**config.mk**
```make
export PLATFORM = sky130hd
export DESIGN_NAME = sgn_result_pipe
export DESIGN_NICKNAME = d
export VERILOG_FILES = /design/src/rtl/sgn_result_pipe_pkg.sv /design/src/rtl/sgn_result_pipe_mag_cmp.sv /design/src/rtl/sgn_result_pipe.sv
export SDC_FILE = /design/constraint.sdc
export NUM_CORES = 1
export LEC_CHECK = 0
export CORE_ASPECT_RATIO = 0.8
export CORE_MARGIN = 2
export CORE_UTILIZATION = 34
export CTS_CLUSTER_SIZE = 12
export DETAILED_ROUTE_END_ITERATION = 16
export GPL_TIMING_DRIVEN = 0
export PLACE_DENSITY_LB_ADDON = 0.12
export SETUP_SLACK_MARGIN = 0.4
export SYNTH_ARGS = -nofsm -noshare
export SYNTH_HDL_FRONTEND = slang
export SYNTH_SLANG_ARGS = --single-unit
```
**constraint.sdc**
```tcl
create_clock -name clk -period 1.3 [get_ports clk]
set_clock_uncertainty 0.15 [all_clocks]
set_input_delay 0.39 -clock clk [delete_from_list [all_inputs] [get_ports clk]]
set_output_delay 0.39 -clock clk [all_outputs]
set_load 0.05 [all_outputs]
```
**src/rtl/sgn_result_pipe_pkg.sv**
```systemverilog
// Shared definitions for the FP add/subtract sign-resolution pipeline:
// rounding-mode codes, precision widths and the sign-table helper.
package sgn_result_pipe_pkg;

  localparam int unsigned W_SP = 32;
  localparam int unsigned W_DP = 64;

  localparam logic [1:0] RM_RNE = 2'b00;
  localparam logic [1:0] RM_RTZ = 2'b01;
  localparam logic [1:0] RM_RTP = 2'b10;
  localparam logic [1:0] RM_RTN = 2'b11;

  typedef struct packed {
    logic sgn;
    logic swap;
    logic zero;
  } sgn_res_t;

  // An exact cancellation yields -0 only when rounding toward negative infinity.
  function automatic sgn_res_t resolve_sign(input logic gt, input logic eq,
                                            input logic sx, input logic sye,
                                            input logic rtn);
    sgn_res_t r;
    r = '0;
    if (gt) begin
      r.sgn = sx;
    end else if (!eq) begin
      r.sgn  = sye;
      r.swap = 1'b1;
    end else if (sx == sye) begin
      r.sgn = sx;
    end else begin
      r.zero = 1'b1;
      r.sgn  = rtn;
    end
    return r;
  endfunction

endpackage

```
**src/rtl/sgn_result_pipe_mag_cmp.sv**
```systemverilog
// Combinational unsigned magnitude comparator used by the sign-resolution stage.
module mag_cmp #(
  parameter int unsigned N = 31
) (
  input  logic [N-1:0] a,
  input  logic [N-1:0] b,
  output logic         gt,
  output logic         eq
);

  assign gt = (a > b);
  assign eq = (a == b);

endmodule

```
**src/rtl/sgn_result_pipe.sv**
```systemverilog
// Two-stage sign-resolution pipeline: magnitude compare, then the sign table,
// with valid/ready handshaking, synchronous flush and zero-gated outputs.
module sgn_result_pipe
  import sgn_result_pipe_pkg::*;
#(
  parameter int unsigned W    = 32,
  parameter int unsigned RM_W = 2
) (
  input  logic            clk,
  input  logic            rst,
  input  logic            flush_i,
  input  logic            valid_i,
  output logic            ready_o,
  input  logic            AddSubt_i,
  input  logic [W-1:0]    Data_X_i,
  input  logic [W-1:0]    Data_Y_i,
  input  logic [RM_W-1:0] rmode_i,
  output logic            valid_o,
  input  logic            ready_i,
  output logic            sgn_result_o,
  output logic            swap_o,
  output logic            zero_o
);

  logic            r_s1_valid;
  logic            r_s2_valid;
  logic            r_s1_gt;
  logic            r_s1_eq;
  logic            r_s1_sx;
  logic            r_s1_sye;
  logic [RM_W-1:0] r_s1_rmode;
  sgn_res_t        r_s2_res;

  logic            w_gt;
  logic            w_eq;
  logic            w_s1_adv;
  logic            w_in_xfer;
  sgn_res_t        w_s2_next;

  mag_cmp #(.N(W-1)) u_mag_cmp (
    .a  (Data_X_i[W-2:0]),
    .b  (Data_Y_i[W-2:0]),
    .gt (w_gt),
    .eq (w_eq)
  );

  assign w_s1_adv  = ~r_s2_valid | ready_i;
  // Flush empties the pipe, so ready is advertised, but the operand is discarded.
  assign ready_o   = flush_i | ~r_s1_valid | w_s1_adv;
  assign w_in_xfer = valid_i & ready_o & ~flush_i;

  assign w_s2_next = resolve_sign(r_s1_gt, r_s1_eq, r_s1_sx, r_s1_sye,
                                  r_s1_rmode == RM_W'(RM_RTN));

  always_ff @(posedge clk or negedge rst) begin
    if (!rst) begin
      r_s1_valid <= 1'b0;
      r_s2_valid <= 1'b0;
    end else if (flush_i) begin
      r_s1_valid <= 1'b0;
      r_s2_valid <= 1'b0;
    end else begin
      r_s1_valid <= w_in_xfer | (r_s1_valid & ~w_s1_adv);
      r_s2_valid <= w_s1_adv ? r_s1_valid : r_s2_valid;
    end
  end

  // Payload registers carry no reset; the outputs are gated by r_s2_valid instead.
  always_ff @(posedge clk) begin
    if (w_in_xfer) begin
      r_s1_gt    <= w_gt;
      r_s1_eq    <= w_eq;
      r_s1_sx    <= Data_X_i[W-1];
      r_s1_sye   <= Data_Y_i[W-1] ^ AddSubt_i;
      r_s1_rmode <= rmode_i;
    end
    if (r_s1_valid && w_s1_adv) begin
      r_s2_res <= w_s2_next;
    end
  end

  assign valid_o      = r_s2_valid;
  assign sgn_result_o = r_s2_valid & r_s2_res.sgn;
  assign swap_o       = r_s2_valid & r_s2_res.swap;
  assign zero_o       = r_s2_valid & r_s2_res.zero;

endmodule

```
==> metrics.csv <==
metric,value,unit
xor and xnor area share after synthesis,1.40,%
Compound-Gate Fraction of Synth Area,13.3,%
Total Routing Usage GR,20.4,%
drt via density,4.96,
WP depth,6,
CP endpoint kind,flip-flop,
initial core utilization,36.0,%
Mapped Nets,248,
final wirelength,4240,microns
main flop type after synthesis,edfxtp_1,
Post-Syn Instances,145,
Cell Int Power,1.04,mW
Cell Pwr Density,568,nW/um^2
DR pass1 iterations,4,
Pleak,1.18,nW
CTS H-tree depth,1,
number of diodes,0,
status,finished with violations,
Die W,71.8,microns
Skew-Pair Late Insertion Delay,0.24,ns
Logic pwr share,50.0,%
"Req. time, crit path",1.15,ns
clock-pin slew on the worst setup and hold paths,0.05,ns
RSZ-0062 raised after global routing,yes,
Flop pwr share,27.2,%
Period minus WS final,1.77,ns
Final GP Congestion,0.817,
Slowest Stage Delay on Critical Path,0.38,ns
yosys warns,0,
fraction of synthesized area in multiplexers,0,%
simple-gate share of the synthesized area,19.2,%
max_cap viols,0,
area of the die,4180,sq um
dpl hpwl,2970,microns
register bit total from synthesis,11,
"Avg Cell Area, Syn",8.61,sq um
clock buffer depth,2,
number of global-route vias before repair,1501,
worst reg-to-reg path cell count,5,
Synth cell types,29,
Yosys top cell by area,ha_1,
chip height,58.2,microns
WL/cell,15.0,microns
period utilization,136,%
crit-path leading delay family,compound AO/OA/AOI/OAI gates,
largest net degree at the start of global routing,8,
top post-synthesis cells by area,"ha_1, edfxtp_1, inv_1, a21oi_1, dfrtp_1",
CP Data Arrival Time,1.62,ns
post-route antenna net violation count,0,
Crit Path Category,in2reg,
Fmax,565,MHz
global route total overflow,0,
area share of the largest cell type after synthesis,31.1,%
Switching Fraction,32.3,%
num rows,19,
Clk network pwr share,22.8,%
WHS,0.167,ns
post-synthesis adder-cell area fraction,31.1,%
placed cell area,2240,sq um
worst slew margin relative to its limit,83.7,%
CTS tree,built,
CTS root buffer,clkbuf_8,
Util after Layout,77.6,%
post-route cell area,2690,sq um
"Max stage delay cell, worst path",a221o_1,
Max Slew Vio Count,0,
Buf/Inv on CP,1,
NetSw,0.494,mW
global-route wire length before repair,6640,microns
final hold violation count,0,
Post-Syn Area,1250,sq um
IO Pins,77,
Synth top cells by count,"ha_1, inv_1, a21oi_1",
Pwr Total,1.53,mW
layout cell share with drive strength beyond 1,69.6,%
fin worst setup slack,-0.469,ns
Worst Path Max Fanout,3,
total CTS buffers,3,
initial DRC count,32,
number of port buffers,76,
Final Setup Violations,16,
nets,344,
failing checks,setup timing,
core area,3470,sq um
TritonCTS Sinks,11,
Post-synth EDFFs,9,
via count,1400,
most frequent CP cell,o21a_1,
Area Growth Syn to Fin,116,%
largest family of logic cells by synthesized area,adder cells,
initial antenna violation count,0,
register area share after synthesis,25.7,%
Peak VDD IR,381,uV
Worst Tran Pin Value,0.241,ns
DRC viols,0,
worst path cell trace,buf_2 -> ha_4 -> and4_1 -> a221o_1 -> o21a_1 -> o21a_1,
ys async rst share,18.2,%
worst hold path type,in2async,
CP startpoint kind,input pin,
-- worst register-to-register path: cells and delay by family (launching register included) --
kind	cells	cell delay [ns]
buffers and inverters	3	0.33
DFF	1	0.41
and+or+nand+nor	1	0.14
AOI/OAI and AO/OA	1	0.22
-- worst paths after layout --
check	start	to	slack [ns]
min in group clk	Data_X_i[31]	r_s1_sx$_DFFE_PP_	0.29
min	rst	valid_o$_DFFE_PN0P_	0.17
max	Data_X_i[28]	r_s1_gt$_DFFE_PP_	-0.47
min reg2reg	r_s1_sye$_DFFE_PP_	r_s2_res[2]$_DFFE_PP_	0.45
max in group asynchronous	rst	valid_o$_DFFE_PN0P_	0.69
max reg2reg	valid_o$_DFFE_PN0P_	r_s1_rmode[0]$_DFFE_PP_	-0.27
-- cell usage in the layout (no fill, tap or decap), drive strengths merged, types with 2 or more instances in the layout --
master	n
ha	31
buf	62
and4	2
dlygate4sd2	15
nor2b	2
edfxtp	9
nand3	4
nand3b	2
clkbuf	10
dfrtp	2
nand4	5
nor2	7
and2	3
o21a	3
o21ai	6
inv	31
clkdlybuf4s15	6
a21oi	14
nand2	12
-- cells by family (layout without fill, tap and decap cells) --
kind of cell,after synthesis,count (layout)
fa+ha+maj,31,31
buf+inv,31,126
simple gates,42,42
flops,11,11
xor+xnor,2,2
compound gates,28,28
-- power groups by stage --
stage	logic [mW]	registers [mW]	clock network, mW
CTS	0.706	0.415	0.351
floorplan	0.255	0.425	0
global placement	0.539	0.420	0
finish	0.766	0.416	0.348
detailed placement	0.570	0.421	0
global route	0.828	0.418	0.382
-- routing by layer --
metal  up-vias  global-route usage [%]  share of wire [%]
met5         -                       0                  0
met4         0                    4.04                1.6
met3         8                    4.52                4.7
met2        44                    41.7                 56
met1       650                    21.2                 38
li1        698                       -                  -
-- sequential cells by signal, indices dropped and copies added, names as in the netlist --
signal and cells:
r_s2_res 3, r_s1_rmode 2, r_s1_eq 1, r_s1_gt 1, r_s1_sx 1, r_s1_sye 1, r_s1_valid 1, valid_o 1
-- through the flow --
step / instances / setup slack, ns / setup TNS [ns]
finish: 282 / -0.469 / -4.37
CTS: 276 / -0.451 / -2.56
global route: 282 / -0.485 / -4.96
floorplan: 145 / -0.527 / -2.04
detailed placement: 263 / -1.29 / -9.50
global placement: 263 / -1.31 / -9.31
-- final cells by class --
| class | instances | area (sq um) |
|---|---|---|
| clock inverter | 1 | 5.00 |
| multi-input combinational | 103 | 1370 |
| fill | 233 | 777 |
| inverter | 31 | 146 |
| clock buffer | 3 | 41.3 |
| timing repair buffer | 91 | 756 |
| tap | 42 | 52.6 |
| sequential | 11 | 322 |
-- repair_timing --
action,4_1_cts,5_1_grt
gates cloned,0,0
resized for setup,325,33
pin swaps,62,20
setup buffers,9,6
setup endpoints to repair,24,20
hold buffers,0,0
(Power assumes the default switching activity.)
